`src/rtl/nw_pkg.sv`:
```
// Shared types and helpers for the systolic Needleman-Wunsch aligner.
// NW_SATURATE_EN selects saturating score arithmetic in the datapath.
package nw_pkg;

  typedef enum logic [1:0] {
    IDLE = 2'd0,
    RUN  = 2'd1,
    DONE = 2'd2
  } state_e;

  localparam logic [1:0] DNA_A = 2'd0;
  localparam logic [1:0] DNA_C = 2'd1;
  localparam logic [1:0] DNA_G = 2'd2;
  localparam logic [1:0] DNA_T = 2'd3;

  // Signed add clipped to a w-bit two's complement range (w <= 32).
  function automatic logic signed [63:0] sat_add(input logic signed [63:0] a,
                                                  input logic signed [63:0] b,
                                                  input int unsigned        w);
    logic signed [63:0] sum;
    logic signed [63:0] hi;
    logic signed [63:0] lo;
    sum = a + b;
    hi  = (64'sd1 <<< (w - 1)) - 64'sd1;
    lo  = -hi - 64'sd1;
    if (sum > hi) return hi;
    if (sum < lo) return lo;
    return sum;
  endfunction

endpackage

```
`src/rtl/nw_systolic_aligner_pe.sv`:
```
// One systolic Needleman-Wunsch cell: holds one s1 character, its own left
// value H(j,k-1) and the diagonal it forwards downstream. NW_SATURATE_EN aware.
module nw_pe
  import nw_pkg::*;
#(
  parameter int unsigned J        = 0,
  parameter int unsigned CWIDTH   = 2,
  parameter int unsigned SWIDTH   = 16,
  parameter int          MATCH    = 1,
  parameter int          MISMATCH = -1,
  parameter int          INDEL    = -1
) (
  input  logic                     clk,
  input  logic                     rst,
  input  logic                     init,
  input  logic                     active,
  input  logic [CWIDTH-1:0]        c1,
  input  logic [CWIDTH-1:0]        c2,
  input  logic signed [SWIDTH-1:0] up,
  input  logic signed [SWIDTH-1:0] diag,
  output logic signed [SWIDTH-1:0] left,
  output logic signed [SWIDTH-1:0] diag_fwd,
  output logic signed [SWIDTH-1:0] cell_c
);

  localparam logic signed [SWIDTH-1:0] W_MATCH = SWIDTH'(MATCH);
  localparam logic signed [SWIDTH-1:0] W_MIS   = SWIDTH'(MISMATCH);
  localparam logic signed [SWIDTH-1:0] W_GAP   = SWIDTH'(INDEL);
  // Column boundary H(J,-1) and the diagonal PE J+1 needs at its first cell.
  localparam logic signed [SWIDTH-1:0] COL0    = SWIDTH'((int'(J) + 1) * INDEL);
  localparam logic signed [SWIDTH-1:0] DIAG0   = SWIDTH'(int'(J) * INDEL);

  function automatic logic signed [SWIDTH-1:0] add(input logic signed [SWIDTH-1:0] a,
                                                   input logic signed [SWIDTH-1:0] b);
`ifdef NW_SATURATE_EN
    return SWIDTH'(sat_add(64'(a), 64'(b), SWIDTH));
`else
    return a + b;
`endif
  endfunction

  logic [CWIDTH-1:0]        c1_q;
  logic signed [SWIDTH-1:0] w;
  logic signed [SWIDTH-1:0] from_diag;
  logic signed [SWIDTH-1:0] from_up;
  logic signed [SWIDTH-1:0] from_left;
  logic signed [SWIDTH-1:0] best_du;

  // Single-cycle max-of-three cell update.
  always_comb begin
    w         = W_MIS;
    from_diag = '0;
    from_up   = '0;
    from_left = '0;
    best_du   = '0;
    cell_c    = '0;
    if (c1_q == c2) w = W_MATCH;
    from_diag = add(diag, w);
    from_up   = add(up, W_GAP);
    from_left = add(left, W_GAP);
    best_du   = (from_diag > from_up) ? from_diag : from_up;
    cell_c    = (best_du > from_left) ? best_du : from_left;
  end

  always_ff @(posedge clk or posedge rst) begin
    if (rst) begin
      c1_q     <= '0;
      left     <= '0;
      diag_fwd <= '0;
    end else if (init) begin
      c1_q     <= c1;
      left     <= COL0;
      diag_fwd <= DIAG0;
    end else if (active) begin
      diag_fwd <= left;
      left     <= cell_c;
    end
  end

endmodule

```
`src/rtl/nw_systolic_aligner.sv`:
```
// Linear systolic Needleman-Wunsch global aligner, one PE per s1 character.
// Define NW_SATURATE_EN for saturating score adds (default: wrap-around).
module nw_systolic_aligner
  import nw_pkg::*;
#(
  parameter int unsigned  LENGTH   = 10,
  parameter int unsigned  CWIDTH   = 2,
  parameter int unsigned  SWIDTH   = 16,
  parameter int           MATCH    = 1,
  parameter int           MISMATCH = -1,
  parameter int           INDEL    = -1,
  localparam int unsigned LWIDTH   = $clog2(LENGTH + 1)
) (
  input  logic                       clk,
  input  logic                       rst,
  input  logic                       in_valid,
  output logic                       in_ready,
  input  logic [LENGTH*CWIDTH-1:0]   s1,
  input  logic [LENGTH*CWIDTH-1:0]   s2,
  input  logic [LWIDTH-1:0]          len1,
  input  logic [LWIDTH-1:0]          len2,
  output logic                       out_valid,
  input  logic                       out_ready,
  output logic signed [SWIDTH-1:0]   score,
  output logic                       err
);

  localparam int unsigned TW = $clog2(2 * LENGTH + 1);
  localparam int unsigned SW = LENGTH * CWIDTH;
  localparam logic signed [SWIDTH-1:0] W_GAP = SWIDTH'(INDEL);

  function automatic logic signed [SWIDTH-1:0] add(input logic signed [SWIDTH-1:0] a,
                                                   input logic signed [SWIDTH-1:0] b);
`ifdef NW_SATURATE_EN
    return SWIDTH'(sat_add(64'(a), 64'(b), SWIDTH));
`else
    return a + b;
`endif
  endfunction

  state_e                   state_q;
  state_e                   state_d;
  logic [SW-1:0]            s2_q;
  logic [LWIDTH-1:0]        len1_q;
  logic [LWIDTH-1:0]        len2_q;
  logic [TW-1:0]            t_q;
  logic [TW-1:0]            last_q;
  logic signed [SWIDTH-1:0] bnd_up;
  logic signed [SWIDTH-1:0] bnd_diag;
  logic [CWIDTH-1:0]        chr_q [LENGTH-1];

  logic signed [SWIDTH-1:0] pe_left [LENGTH];
  logic signed [SWIDTH-1:0] pe_fwd  [LENGTH];
  logic signed [SWIDTH-1:0] pe_cell [LENGTH];
  logic [LENGTH-1:0]        active_c;
  logic signed [SWIDTH-1:0] result_c;
  logic                     accept_c;
  logic                     legal_c;
  logic                     last_step_c;
  logic                     done_hs_c;

  // Handshake decode and wavefront activity of every PE.
  always_comb begin
    accept_c    = in_valid && in_ready;
    legal_c     = (len1 != '0) && (len1 <= LWIDTH'(LENGTH)) &&
                  (len2 != '0) && (len2 <= LWIDTH'(LENGTH));
    last_step_c = (state_q == RUN) && (t_q == last_q);
    done_hs_c   = (state_q == DONE) && out_valid && out_ready;
    active_c    = '0;
    result_c    = '0;
    for (int j = 0; j < int'(LENGTH); j++) begin
      active_c[j] = (state_q == RUN) && (LWIDTH'(j) < len1_q) &&
                    (t_q >= TW'(j)) && ((t_q - TW'(j)) < TW'(len2_q));
      if (LWIDTH'(j) == len1_q - LWIDTH'(1)) result_c = pe_cell[j];
    end
  end

  always_comb begin
    state_d = state_q;
    case (state_q)
      IDLE:    if (accept_c) state_d = legal_c ? RUN : DONE;
      RUN:     if (last_step_c) state_d = DONE;
      DONE:    if (done_hs_c) state_d = IDLE;
      default: state_d = IDLE;
    endcase
  end

  always_ff @(posedge clk or posedge rst) begin
    if (rst) state_q <= IDLE;
    else     state_q <= state_d;
  end

  // Job latch, step counter, row boundary, s2 streaming and result capture.
  always_ff @(posedge clk or posedge rst) begin
    if (rst) begin
      in_ready  <= 1'b1;
      out_valid <= 1'b0;
      score     <= '0;
      err       <= 1'b0;
      s2_q      <= '0;
      len1_q    <= '0;
      len2_q    <= '0;
      t_q       <= '0;
      last_q    <= '0;
      bnd_up    <= '0;
      bnd_diag  <= '0;
      for (int j = 0; j < int'(LENGTH) - 1; j++) chr_q[j] <= '0;
    end else begin
      in_ready  <= (state_d == IDLE);
      out_valid <= (state_q == DONE) && !done_hs_c;
      if (accept_c) begin
        s2_q     <= s2;
        len1_q   <= len1;
        len2_q   <= len2;
        t_q      <= '0;
        last_q   <= TW'(len1) + TW'(len2) - TW'(2);
        bnd_up   <= W_GAP;
        bnd_diag <= '0;
        if (!legal_c) begin
          err   <= 1'b1;
          score <= '0;
        end
      end else if (state_q == RUN) begin
        t_q      <= t_q + TW'(1);
        s2_q     <= s2_q >> CWIDTH;
        bnd_diag <= bnd_up;
        bnd_up   <= add(bnd_up, W_GAP);
        chr_q[0] <= s2_q[CWIDTH-1:0];
        for (int j = 1; j < int'(LENGTH) - 1; j++) chr_q[j] <= chr_q[j-1];
        if (last_step_c) score <= result_c;
      end
      if (done_hs_c) err <= 1'b0;
    end
  end

  // PE 0 takes the row boundary and the head of s2; PE j>0 is fed by PE j-1.
  for (genvar j = 0; j < int'(LENGTH); j++) begin : g_pe
    logic [CWIDTH-1:0]        c2_w;
    logic signed [SWIDTH-1:0] up_w;
    logic signed [SWIDTH-1:0] diag_w;
    if (j == 0) begin : g_head
      assign c2_w   = s2_q[CWIDTH-1:0];
      assign up_w   = bnd_up;
      assign diag_w = bnd_diag;
    end else begin : g_body
      assign c2_w   = chr_q[j-1];
      assign up_w   = pe_left[j-1];
      assign diag_w = pe_fwd[j-1];
    end

    nw_pe #(
      .J        (j),
      .CWIDTH   (CWIDTH),
      .SWIDTH   (SWIDTH),
      .MATCH    (MATCH),
      .MISMATCH (MISMATCH),
      .INDEL    (INDEL)
    ) u_pe (
      .clk      (clk),
      .rst      (rst),
      .init     (accept_c),
      .active   (active_c[j]),
      .c1       (s1[j*CWIDTH +: CWIDTH]),
      .c2       (c2_w),
      .up       (up_w),
      .diag     (diag_w),
      .left     (pe_left[j]),
      .diag_fwd (pe_fwd[j]),
      .cell_c   (pe_cell[j])
    );
  end

endmodule

```
`config.mk`:
```
export PLATFORM = sky130hd
export DESIGN_NAME = nw_systolic_aligner
export DESIGN_NICKNAME = d
export VERILOG_FILES = /design/src/rtl/nw_pkg.sv /design/src/rtl/nw_systolic_aligner_pe.sv /design/src/rtl/nw_systolic_aligner.sv
export SDC_FILE = /design/constraint.sdc
export NUM_CORES = 2
export LEC_CHECK = 0
export CAP_MARGIN = 20
export CELL_PAD_IN_SITES_DETAIL_PLACEMENT = 0
export CELL_PAD_IN_SITES_GLOBAL_PLACEMENT = 1
export CORE_MARGIN = 2
export CORE_UTILIZATION = 45
export DETAILED_ROUTE_END_ITERATION = 12
export MAX_ROUTING_LAYER = met4
export PLACE_DENSITY_LB_ADDON = 0.1
export RECOVER_POWER = 25
export SETUP_SLACK_MARGIN = 0.3
export SYNTH_ARGS = -nofsm -noshare
export SYNTH_HDL_FRONTEND = slang
export SYNTH_SLANG_ARGS = --single-unit
export TNS_END_PERCENT = 20
```
`constraint.sdc`:
```
create_clock -name clk -period 16.1 [get_ports clk]
set_input_delay 3.22 -clock clk [delete_from_list [all_inputs] [get_ports clk]]
set_output_delay 3.22 -clock clk [all_outputs]
set_load 0.05 [all_outputs]
```
==> flow_summary.toml <==
[worst_setup_path]
ff2ff_setup_slack_ns = 5.91
critical_path.startpoint = "g_pe[7].c2_w[1]$_DFFE_PP0P_"
crit_fanout = 17
r2r_cells = 30
worst_r2r_startpoint = "g_pe[7].c2_w[1]$_DFFE_PP0P_"
worstSetupPathType = "flip-flop to flip-flop"
start_kind = "flip-flop"
cp_top_family = "compound AO/OA/AOI/OAI gates"
crit_path_end = "score[5]$_DFFE_PP0P_"
critPathMaxStageDelay_ns = 1.17
critical-path-slowest-cell = "a2111oi_1"
crit_cells = 30
cp.required_ns = 16.58
crit_buf_inv = 3
cp.arrival_ns = 10.67
end_kind = "flip-flop"
worstReg2RegEnd = "score[5]$_DFFE_PP0P_"

[drt]
vias_per_cell = 5.93
drt-initial-drc-count = 2866
first_pass_iters = 6
wl_per_cell_um = 22.7
drcViolationCount = 0
vias = 36700
antenna_left = 0
wl_mm = 141

[sta]
rsz0062_at_grt = "no"
tns_ns = 0
hold_violations = 0
hold_slack_ns = 0.498
period_minus_slack_ns = 10.19
setup_viol = 0
period_share_pct = 63.3
max_freq_mhz = 98.2
max_slew_margin_pct = -280
maxSlewViolCount = 240
layout_setup_ws_ns = 5.91
finClkSkew_ns = 0.0299
tightest_slew_ns = 5.69

[grt]
grt_first_pass_wirelength_mm = 217
grt_antenna_before_repair = 2
track_usage_pct = 30.7
grt_overflow = 0
grt_pass1_vias = 35200
grt_max_degree = 192

[place]
portBuffers = 70
place_congestion = 0.942
pre_cts_slack_ns = 6.25
dp_hpwl_mm = 109

[synthesis]
synth_edf_count = 0
synth_area_um2 = 40700
synth-seq-area-share_pct = 26.7
synth_top_area_cell = "dfrtp_1"
yosysTopAreaCellShare_pct = 26.6
ys_top_cells_by_area = "dfrtp_1, ha_1, nand2_1, mux2i_1, a21oi_1"
synth_cell_type_count = 95
synth_cells = 4990
async_flop_share_pct = 100
synthTopCellsByCount = "nand2_1, ha_1, dfrtp_1"
synth_nets = 5567
synth_ff_type = "dfrtp_1"
yosysMostFrequentCell = "nand2_1"
yosysWarnings = 0
ys_ff_latch = 433
avgSynthCellArea_um2 = 8.15

[outcome]
violations = "max-capacitance violations, max-slew violations"
status = "finished with violations"

[clock_tree]
clock_path_buffers = 3
clk_pin_slew_ns = 0.06
cts-buffers-inserted = 55
cts_setup_buffers = 0
cts_tree = "done"
insertion_delay_ns = 0.66
post_cts_resized = 0
cts-htree-levels = 2
hold_buffers = 0
cts_sinks = 433
cts_root_buf = "clkbuf_16"

[min_path]
hold_class = "flip-flop to flip-flop"

[flow_run]
maxCapViolations = 4

[layout]
fin_nets = 5536
syn_to_final_growth_pct = 9.63
drive_above_1_share_pct = 5.58

[die]
dieArea_um2 = 92800
coreArea_um2 = 89700
initial_core_util_pct = 45.3
fp.dieH_um = 305
pin_count = 71
die_w_um = 305
num_rows = 110
[per-layer routing]
layer / up-vias / global-route usage, % / part of all wire [%]
li1: 17900 / - / -
met3: 200 / 4.21 / 5.2
met4: 0 / 8.86 / 3.1
met5: - / - / 0
met1: 17700 / 40.0 / 45
met2: 925 / 49.5 / 47
[flip-flops by register name (all words and copies together), names as in the netlist]
name,flops
state_q,2
err,1
score,16
bnd_up,16
out_valid,1
len1_q,4
g_pe.u_pe.left,160
g_pe.c2_w,18
last_q,5
g_pe.u_pe.diag_fwd,144
g_pe.u_pe.c1_q,20
len2_q,4
t_q,5
bnd_diag,16
s2_q,20
in_ready,1
[area by class of cell]
cell class / count / area (um2)
diodes: 2 / 5.00
clock buffers: 74 / 1550
clock inverters: 28 / 447
fillers: 8801 / 45200
inverters: 264 / 992
multi-input cells: 4077 / 28100
flip-flops and latches: 433 / 10800
well taps: 1176 / 1470
repair buffers: 128 / 1180
[layout by cell type, fill, tap and decap left out, drive strengths merged, types with 67 or more instances in the layout]
cell type,count
nand2,799
clkdlybuf4s50,67
mux2i,191
nor3,104
clkbuf,75
inv,261
o21ai,264
nand3,136
o21a,74
a21o,79
xor2,134
o211ai,137
a21oi,332
dfrtp,432
nor2,365
ha,514
xnor2,189
[stage by stage]
stage / utilization [%] / cells / instance area, um2
2_1_floorplan: - / 4990 / 40700
5_1_grt: 49.7 / 6182 / 44600
3_3_place_gp: 47.4 / 6076 / 42500
6_report: 49.7 / 6182 / 44600
4_1_cts: 49.6 / 6178 / 44500
3_5_place_dp: 47.4 / 6076 / 42500
[how the worst min path moves through the flow]
| stage | startpoint | to | slack [ns] | cells past startpoint |
|---|---|---|---|---|
| detailed placement | last_q[1]$_DFFE_PP0P_ | last_q[1]$_DFFE_PP0P_ | 0.49 | 2 |
| floorplan | g_pe[0].u_pe.c1_q[1]$_DFFE_PP0P_ | g_pe[0].u_pe.c1_q[1]$_DFFE_PP0P_ | 0.47 | 2 |
| global route | g_pe[0].u_pe.c1_q[0]$_DFFE_PP0P_ | g_pe[0].u_pe.c1_q[0]$_DFFE_PP0P_ | 0.52 | 2 |
| CTS | out_valid$_DFF_PP0_ | err$_DFFE_PP0P_ | 0.50 | 1 |
| global placement | g_pe[9].u_pe.c1_q[1]$_DFFE_PP0P_ | g_pe[9].u_pe.c1_q[1]$_DFFE_PP0P_ | 0.48 | 2 |
| finish | out_valid$_DFF_PP0_ | err$_DFFE_PP0P_ | 0.50 | 1 |
[cell families (layout without fill, tap and decap cells)]
family          after synthesis  after routing  synth area share (%)
simple gates               1735           1735                  19.2
compound gates             1242           1242                  19.8
fa+ha+maj                   525            525                  16.4
buf+inv                     480            494                  4.63
flops                       433            433                  26.7
xor+xnor                    323            323                  6.98
mux                         252            252                  6.39
other cells                   0              2                     0
Power is left out: the tool's default activity adds up to more than one toggle a clock period on the data nets, which glitch-free logic cannot reach.
